`src/rtl/muldiv_unit.sv`:
```
// Iterative multiply/divide engine sharing one shifter and adder; owns the HI/LO result registers.
// Optional build macro MULDIV_EARLY_EXIT_EN enables early termination of multiplies.
module muldiv_unit #(
    parameter  int WIDTH = 32,
    localparam int CNT_W = $clog2(WIDTH) + 1
) (
    input  logic             clock,
    input  logic             reset,
    input  logic             start,
    input  logic [1:0]       op,
    input  logic [WIDTH-1:0] a,
    input  logic [WIDTH-1:0] b,
    output logic             busy,
    output logic             done,
    output logic             div0,
    output logic [WIDTH-1:0] hi,
    output logic [WIDTH-1:0] lo,
    output logic [1:0]       dbg_state
);

    // Command handshake: start is taken only in IDLE and not during the done cycle;
    // busy covers the whole operation and done (with div0 on a zero divisor) pulses once at the end.
    localparam logic [1:0] S_IDLE = 2'd0;
    localparam logic [1:0] S_PREP = 2'd1;
    localparam logic [1:0] S_RUN  = 2'd2;
    localparam logic [1:0] S_FIX  = 2'd3;

    logic [1:0]         state_q, state_d;
    logic [CNT_W-1:0]   cnt_q, cnt_d;
    logic [1:0]         op_q, op_d;
    logic [WIDTH-1:0]   a_q, a_d, b_q, b_d;
    logic [WIDTH-1:0]   hi_q, hi_d, lo_q, lo_d;
    logic [2*WIDTH-1:0] acc_q, acc_d;
    logic               neg_lo_q, neg_lo_d, neg_hi_q, neg_hi_d;
    logic               zero_q, zero_d;
    logic               busy_q, busy_d, done_q, done_d, div0_q, div0_d;

    logic               is_div, is_sgn, a_neg, b_neg;
    logic [WIDTH-1:0]   a_mag, b_mag;
    logic [WIDTH:0]     add_x, add_y;
    logic               add_cin;
    logic [WIDTH+1:0]   add_s;
    logic               early;

    assign is_div = op_q[1];
    assign is_sgn = ~op_q[0];
    assign a_neg  = is_sgn & a_q[WIDTH-1];
    assign b_neg  = is_sgn & b_q[WIDTH-1];
    assign a_mag  = a_neg ? -a_q : a_q;
    assign b_mag  = b_neg ? -b_q : b_q;

    // Multiply adds the multiplicand to the upper half; divide subtracts the divisor from the shifted remainder.
    always_comb begin
        if (is_div) begin
            add_x   = acc_q[2*WIDTH-1:WIDTH-1];
            add_y   = ~{1'b0, b_q};
            add_cin = 1'b1;
        end else begin
            add_x   = {1'b0, acc_q[2*WIDTH-1:WIDTH]};
            add_y   = {1'b0, a_q};
            add_cin = 1'b0;
        end
        add_s = {1'b0, add_x} + {1'b0, add_y} + {{(WIDTH+1){1'b0}}, add_cin};
    end

`ifdef MULDIV_EARLY_EXIT_EN
    logic [CNT_W-1:0] skip_sh;
    logic [WIDTH-1:0] low_mask;
    // The low cnt_q bits of the lower half are the multiplier bits still to be consumed.
    assign skip_sh  = CNT_W'(WIDTH) - cnt_q;
    assign low_mask = {WIDTH{1'b1}} >> skip_sh;
    assign early    = ~is_div & ((acc_q[WIDTH-1:0] & low_mask) == '0);
`else
    assign early    = 1'b0;
`endif

    always_comb begin
        state_d  = state_q;
        cnt_d    = cnt_q;
        op_d     = op_q;
        a_d      = a_q;
        b_d      = b_q;
        hi_d     = hi_q;
        lo_d     = lo_q;
        acc_d    = acc_q;
        neg_lo_d = neg_lo_q;
        neg_hi_d = neg_hi_q;
        zero_d   = zero_q;
        busy_d   = busy_q;
        done_d   = 1'b0;
        div0_d   = 1'b0;
        case (state_q)
            S_IDLE: begin
                if (start && !done_q) begin
                    op_d    = op;
                    a_d     = a;
                    b_d     = b;
                    zero_d  = 1'b0;
                    busy_d  = 1'b1;
                    state_d = S_PREP;
                end
            end
            S_PREP: begin
                a_d      = a_mag;
                b_d      = b_mag;
                neg_lo_d = a_neg ^ b_neg;
                neg_hi_d = is_div ? a_neg : (a_neg ^ b_neg);
                acc_d    = {{WIDTH{1'b0}}, (is_div ? a_mag : b_mag)};
                if (is_div && b_q == '0) begin
                    zero_d  = 1'b1;
                    state_d = S_FIX;
                end else begin
                    cnt_d   = CNT_W'(WIDTH);
                    state_d = S_RUN;
                end
            end
            S_RUN: begin
                if (early) begin
                    acc_d   = acc_q >> cnt_q;
                    cnt_d   = '0;
                    state_d = S_FIX;
                end else begin
                    if (is_div) begin
                        // A carry out means the trial remainder did not go negative.
                        if (add_s[WIDTH+1]) begin
                            acc_d = {add_s[WIDTH-1:0], acc_q[WIDTH-2:0], 1'b1};
                        end else begin
                            acc_d = {acc_q[2*WIDTH-2:0], 1'b0};
                        end
                    end else begin
                        acc_d = {(acc_q[0] ? add_s[WIDTH:0] : {1'b0, acc_q[2*WIDTH-1:WIDTH]}),
                                 acc_q[WIDTH-1:1]};
                    end
                    cnt_d = cnt_q - CNT_W'(1);
                    if (cnt_q == CNT_W'(1)) begin
                        state_d = S_FIX;
                    end
                end
            end
            default: begin
                state_d = S_IDLE;
                busy_d  = 1'b0;
                done_d  = 1'b1;
                if (zero_q) begin
                    div0_d = 1'b1;
                end else if (is_div) begin
                    lo_d = neg_lo_q ? -acc_q[WIDTH-1:0] : acc_q[WIDTH-1:0];
                    hi_d = neg_hi_q ? -acc_q[2*WIDTH-1:WIDTH] : acc_q[2*WIDTH-1:WIDTH];
                end else begin
                    {hi_d, lo_d} = neg_lo_q ? -acc_q : acc_q;
                end
            end
        endcase
    end

    always_ff @(posedge clock or negedge reset) begin
        if (!reset) begin
            state_q  <= S_IDLE;
            cnt_q    <= '0;
            op_q     <= '0;
            a_q      <= '0;
            b_q      <= '0;
            hi_q     <= '0;
            lo_q     <= '0;
            acc_q    <= '0;
            neg_lo_q <= 1'b0;
            neg_hi_q <= 1'b0;
            zero_q   <= 1'b0;
            busy_q   <= 1'b0;
            done_q   <= 1'b0;
            div0_q   <= 1'b0;
        end else begin
            state_q  <= state_d;
            cnt_q    <= cnt_d;
            op_q     <= op_d;
            a_q      <= a_d;
            b_q      <= b_d;
            hi_q     <= hi_d;
            lo_q     <= lo_d;
            acc_q    <= acc_d;
            neg_lo_q <= neg_lo_d;
            neg_hi_q <= neg_hi_d;
            zero_q   <= zero_d;
            busy_q   <= busy_d;
            done_q   <= done_d;
            div0_q   <= div0_d;
        end
    end

    assign busy      = busy_q;
    assign done      = done_q;
    assign div0      = div0_q;
    assign hi        = hi_q;
    assign lo        = lo_q;
    assign dbg_state = state_q;

endmodule

```
`config.mk`:
```
export PLATFORM = sky130hd
export DESIGN_NAME = muldiv_unit
export DESIGN_NICKNAME = d
export VERILOG_FILES = /design/src/rtl/muldiv_unit.sv
export SDC_FILE = /design/constraint.sdc
export NUM_CORES = 1
export LEC_CHECK = 0
export CAP_MARGIN = 15
export CORE_UTILIZATION = 55
export CTS_CLUSTER_SIZE = 12
export DETAILED_ROUTE_END_ITERATION = 8
export GPL_TIMING_DRIVEN = 0
export MAX_ROUTING_LAYER = met4
export PLACE_DENSITY = 0.82
export SYNTH_ARGS = -nofsm -noshare
export SYNTH_HDL_FRONTEND = slang
export SYNTH_SLANG_ARGS = --single-unit
```
`constraint.sdc`:
```
create_clock -name clock -period 9.9 [get_ports clock]
set_clock_uncertainty 0.15 [all_clocks]
set_input_delay 1.98 -clock clock [delete_from_list [all_inputs] [get_ports clock]]
set_output_delay 1.98 -clock clock [all_outputs]
set_load 0.1 [all_outputs]
```
# [After elaboration in Yosys (flattened, before gate mapping)]
# Cells that the tools add are included.
[op_classes] addsub=8 multipliers=0 div=0 order_cmp=0 eq_ne=7 shifts=0 mux=34 bitwise_logic=8 reduce_logical=16
[op_table] operator="32-bit two-way mux" count=9
[op_table] operator="64-bit two-way mux" count=3
[op_table] operator="32-bit negator" count=4
[op_table] operator="32-bit one-hot mux with 2 select lines" count=2
[op_table] operator="64-bit one-hot mux with 2 select lines" count=1
[op_table] operator="33-bit two-way mux" count=3
[op_table] operator="64-bit negator" count=1
[op_table] operator="33-bit by 33-bit adder with 34-bit output" count=1
[op_table] operator="34-bit by 1-bit adder with 34-bit output" count=1
[op_table] operator="32-bit inverter with 33-bit output" count=1
[op_table] operator="32-bit zero test" count=1
[op_table] operator="6-bit one-hot mux with 2 select lines" count=1
[op_table] operator="2-bit AND reduction" count=6
[op_table] operator="1-bit two-way mux" count=9
[op_table] operator="2-bit inequality test, second input constant" count=4
[op_table] operator="6-bit by 1-bit equality test with 1-bit output, second input constant" count=1
[op_table] operator="6-bit two-way mux" count=1
[op_table] operator="2-bit one-hot mux with 3 select lines" count=1
[op_table] operator="6-bit by 1-bit subtractor with 6-bit output, second input constant" count=1
[op_table] operator="2-bit two-way mux" count=2
[op_table] operator="1-bit inverter" count=4
[op_table] operator="1-bit one-hot mux with 2 select lines" count=2
[op_table] operator="2-bit nonzero test" count=2
[op_table] operator="3-bit AND reduction" count=1
[op_table] operator="other kinds (9)" count=11
[word_totals] ff_bits=208 latch_bits=0 ram_bits=0 rom_bits=0 word_cells=87 mem_count=0

# [Logic depth before layout (Yosys ltp)]
[depth] depth_word=7 depth_mapped=21 mapped_depth_nobuf=12

# [Worst setup path before layout]
# Ideal clock, no wire load.
[synth_path] path_type="register -> register" startpoint="reg op_q[1]" endpoint="reg acc_q[59]" setup_ns=0.101 arrival_ns=4.674 slack_ns=4.975 path_stages_with_launch=18 path_buffers=5 synth_period_minus_slack_ns=4.925 cell_sequence="dfrtp_1 > clkbuf_1 > inv_1 > buf_2 > buf_1 > clkbuf_1 > buf_1 > mux2i_1 > fa_1 > fa_1 > nand2b_1 > a21oi_1 > o21ai_0 > a2111oi_0 > o21a_1 > mux2i_1 > a211oi_1 > o32ai_1"
[synth_via] elab_chain_cells=6
[synth_lines] element="start: declaration" line_no="30" rtl="logic [1:0] op_q, op_d;"
[synth_lines] element="start signal: assignment" line_no="175" rtl="op_q <= op_d;"
[synth_lines] element="33-bit two-way mux" line_no="54" rtl="if (is_div) begin"
[synth_lines] element="33-bit by 33-bit adder with 34-bit output" line_no="63" rtl="add_s = {1'b0, add_x} + {1'b0, add_y} + {{(WIDTH+1){1'b0}}, add_cin};"
[synth_lines] element="34-bit by 1-bit adder with 34-bit output" line_no="63"
[synth_lines] element="33-bit two-way mux or 64-bit two-way mux (tied branches)" line_no="131, 125"
[synth_lines] element="64-bit two-way mux *" line_no="123" rtl="if (is_div) begin"
[synth_lines] element="64-bit one-hot mux with 2 select lines *" line_no="92" rtl="case (state_q)"
[synth_lines] element="end signal: assignment" line_no="165" rtl="acc_q <= '0;"
[synth_lines] element="end signal: assignment" line_no="180" rtl="acc_q <= acc_d;"
[synth_lines] element="end: declaration" line_no="33" rtl="logic [2*WIDTH-1:0] acc_q, acc_d;"
# Every way passes the cells marked *; elsewhere a longest branch is shown, timed or not.
# A chain may end at the register's enable or synchronous reset.

# [Worst setup path after layout]
[layout_path] startpoint="reg op_q[1]" endpoint="reg acc_q[51]"
# Same word-level chain as after synthesis.

==> metrics.md <==
| Metric | Value |
|---|---|
| Number of DRC markers in iteration 0 | `2,647` |
| Final hold vios | `0` |
| Maximum root-to-sink buffer count | `3` |
| Final setup viols | `0` |
| Port Buf Inserts | `137` |
| Hold Path Class | `reg2reg` |
| Cts-stage hold buffer count | `0` |
| Nets | `2,297` |
| Die area | `30,000 um2` |
| Sequential share of the synthesized area | `32.3%` |
| ANT nets after route | `0` |
| Slew Viols, Final | `0` |
| Syn avg cell area | `7.98 um2` |
| Area added between synthesis and finish | `16.5%` |
| GR peak layer | `met1` |
| Critical path's top delay family | `buffers and inverters` |
| Reg-to-reg endpoint | `acc_q[51]` |
| Worst-skew pair later-pin latency | `0.57 ns` |
| WS Path Type | `reg2reg` |
| Slew HR | `23.8%` |
| Met2 Use GR | `61.4%` |
| Avg WL per Cell | `26.2 um` |
| Hold Path Depth | `2` |
| Yosys warning count | `0` |
| WP data arrival | `8.34 ns` |
| Crit-path slowest cell | `buf_1` |
| Layout Cells excl Fill | `2,584` |
| Min cycle time layout | `8.04 ns` |
| Primary FF master, synth | `dfrtp_1` |
| Die W | `173 um` |
| Count of unique library cells instantiated by Yosys | `79` |
| Grt ovf | `0` |
| Num rows | `62` |
| Status | `finished, final reports clean` |
| RSZ-0062 raised after global routing | `no` |
| Pre-CTS WS | `2.38 ns` |
| First-pass GRT wire length | `100 mm` |
| Post-DP Area | `18,000 um2` |
| Slowest stage delay, CP | `0.80 ns` |
| Cell accounting for the most synthesized area | `dfrtp_1` |
| Worst reg-to-reg setup slack | `1.86 ns` |
| CTS tree | `done` |
| DR pass1 iterations | `6` |
| GP Congestion | `1.04` |
| Initial antenna violation count | `2` |
| Met3 GRT Util | `12.1%` |
| Synthesized instance count | `2,021` |
| Drt total wl | `67.8 mm` |
| Vias | `17,600` |
| F_max | `124 MHz` |
| Largest net degree at the start of global routing | `106` |
| Main area contributors after synthesis | `dfrtp_1, nand2_1, o21ai_0` |
| GR Util All Layers | `45.6%` |
| Worst Setup Start Kind | `register` |
| Worst hold start | `hi[22]` |
| Cell Area, Synth | `16,100 um2` |
| Met1 Track Usage GR | `63.7%` |
| Placed insts | `2,543` |
| CTS Sinks | `208` |
| Slew @ Worst Pin | `1.14 ns` |
| Die height | `173 um` |
| Worst EP required | `10.20 ns` |
| Hold worst-path end | `hi[22]` |
| Ports | `138` |
| Async set or reset register ratio after synthesis | `100%` |
| Post-CTS Setup Bufs | `0` |
| H-tree depth | `1` |
| Fin area | `18,800 um2` |
| Critical path buffers and inverters | `9` |
| Reg clk slew, reported paths | `0.07 ns` |
| Layout cells sized above 1 | `5.14%` |
| Worst flop-to-flop path startpoint | `op_q[1]` |
| Yosys top cell area share | `32.3%` |
| Vias in the first global route | `16,000` |
| Critical path, cell by cell | `clkbuf_1 -> inv_1 -> buf_2 -> buf_1 -> clkbuf_1 -> buf_1 -> buf_1 -> nand2_1 -> o21ai_0 -> ha_1 -> buf_2 -> nand4_1 -> nor3_1 -> nand2_1 -> o211ai_1 -> o21ai_2 -> nand3_1 -> clkbuf_1 -> o221ai_1 -> o22ai_1` |
| Core ar. | `28,800 um2` |
| Final Util | `65.3%` |
| EDFF count, synth | `0` |
| Synth Net Count | `2,133` |
| Half-perimeter wire length after placement | `51.5 mm` |
| Fin crit share | `81.2%` |
| Setup crit end kind | `register` |
| PnR worst setup slack | `1.86 ns` |
| Synth Register Bits | `208` |
| Worst Reg-to-Reg Cells | `20` |
| Residual DRC | `0` |
| Starting Density | `56.1%` |
| CTS buffer count | `24` |
| Cells resized by post-CTS repair | `0` |
| Via density | `6.81` |
| Max-capacitance violation count | `0` |
| Crit Path Max Fanout | `10` |
| Clock Root Buffer | `clkbuf_16` |
## kinds of logic (layout without fill, tap and decap cells)
logic type / Yosys count / after routing / synth area share, %
DFF: 208 / 208 / 32.3
xor gates and xnor gates: 146 / 146 / 7.93
other: 0 / 1 / 0
AOI/OAI and AO/OA: 634 / 634 / 24.3
and+or+nand+nor: 661 / 661 / 18.8
buffers and inverters: 231 / 409 / 5.49
adders and majority gates: 43 / 43 / 3.43
muxes: 98 / 98 / 7.82
## worst min-delay path, delay by kind of cell, from the launching register on
family,cells,cell delay (ns)
and+or+nand+nor,1,0.05
AOI/OAI and AO/OA,1,0.06
DFF,1,0.34
## layer usage
metal / vias up / wire, um
met5: - / 0
met4: 0 / 3370
met3: 201 / 9250
met2: 1329 / 27600
met1: 8473 / 27600
li1: 7604 / -
## cell type report
type                       instances  area (um2)
sequential                       208        5200
inverter                          77         289
buffer                           154         597
clock inverter                     8         101
tap                              384         480
clock buffer                      32         671
multi-input combinational       1582       10000
timing repair buffer             138        1400
fill                            2407        9990
antenna                            1        2.50
## cells in the mapped netlist, types with 9 or more instances
| cell | instances |
|---|---|
| a21oi_1 | 144 |
| xnor2_1 | 100 |
| a21o_1 | 21 |
| o221ai_1 | 9 |
| dfrtp_1 | 208 |
| o31ai_1 | 27 |
| a211oi_1 | 22 |
| mux2i_1 | 54 |
| buf_2 | 9 |
| o211ai_1 | 18 |
| nand2b_1 | 19 |
| or3_1 | 18 |
| xor2_1 | 46 |
| nand3_1 | 41 |
| nand2_1 | 251 |
| a31oi_1 | 11 |
| clkbuf_1 | 121 |
| buf_1 | 23 |
| inv_1 | 76 |
| o21ai_1 | 41 |
| o41ai_1 | 19 |
| or4_1 | 10 |
| o21ai_0 | 186 |
| nor4_1 | 24 |
| o22ai_1 | 52 |
| nand4_1 | 16 |
| nor3_1 | 41 |
| o32ai_1 | 11 |
| ha_1 | 41 |
| mux4_2 | 20 |
| mux2_2 | 24 |
| nor2b_1 | 14 |
| a22oi_1 | 11 |
| nor2_1 | 182 |
## sequential cells by signal, summed over array words and instances, names as in the netlist, 2 cells and up
register and cells:
a_q 32, acc_q 64, b_q 32, cnt_q 6, dbg_state 2, hi 32
lo 32, op_q 2
## metrics by stage
step	setup TNS, ns	hold slack (ns)
finish	0	0.330
global route	0	0.353
CTS	0	0.333
detailed placement	0	0.322
global placement	-417.12	0.312
floorplan	0	0.300
## cells in the final DEF, fill, tap and decap left out, drive strengths merged, types with 11 or more instances in the layout
| cell | count |
|---|---|
| mux4 | 20 |
| xor2 | 46 |
| o32ai | 11 |
| clkdlybuf4s50 | 136 |
| nor4 | 26 |
| mux2i | 54 |
| ha | 41 |
| or2 | 11 |
| or3 | 18 |
| o21ai | 229 |
| a31oi | 11 |
| nand4 | 16 |
| a21oi | 145 |
| nor3 | 44 |
| mux2 | 24 |
| buf | 35 |
| or4 | 12 |
| nand3 | 41 |
| nand2 | 252 |
| nand2b | 19 |
| xnor2 | 100 |
| o211ai | 18 |
| a22oi | 11 |
| o41ai | 22 |
| dfrtp | 208 |
| nor2b | 14 |
| o31ai | 28 |
| o22ai | 52 |
| a21o | 21 |
| a211oi | 22 |
| clkbuf | 153 |
| nor2 | 182 |
| inv | 76 |
## worst max-delay path by stage
stage	cells after the start	slack [ns]	endpoint	from
after floorplan	17	4.98	acc_q[59]	op_q[1]
after global placement	1	-2.02	cnt_q[3]	reset
after detailed placement	20	2.38	acc_q[51]	op_q[1]
after CTS	20	2.31	acc_q[51]	op_q[1]
after global routing	20	1.76	acc_q[51]	op_q[1]
final	20	1.86	acc_q[51]	op_q[1]
Power is left out: the tool's default activity adds up to more than one toggle a clock period on the data nets, which glitch-free logic cannot reach.
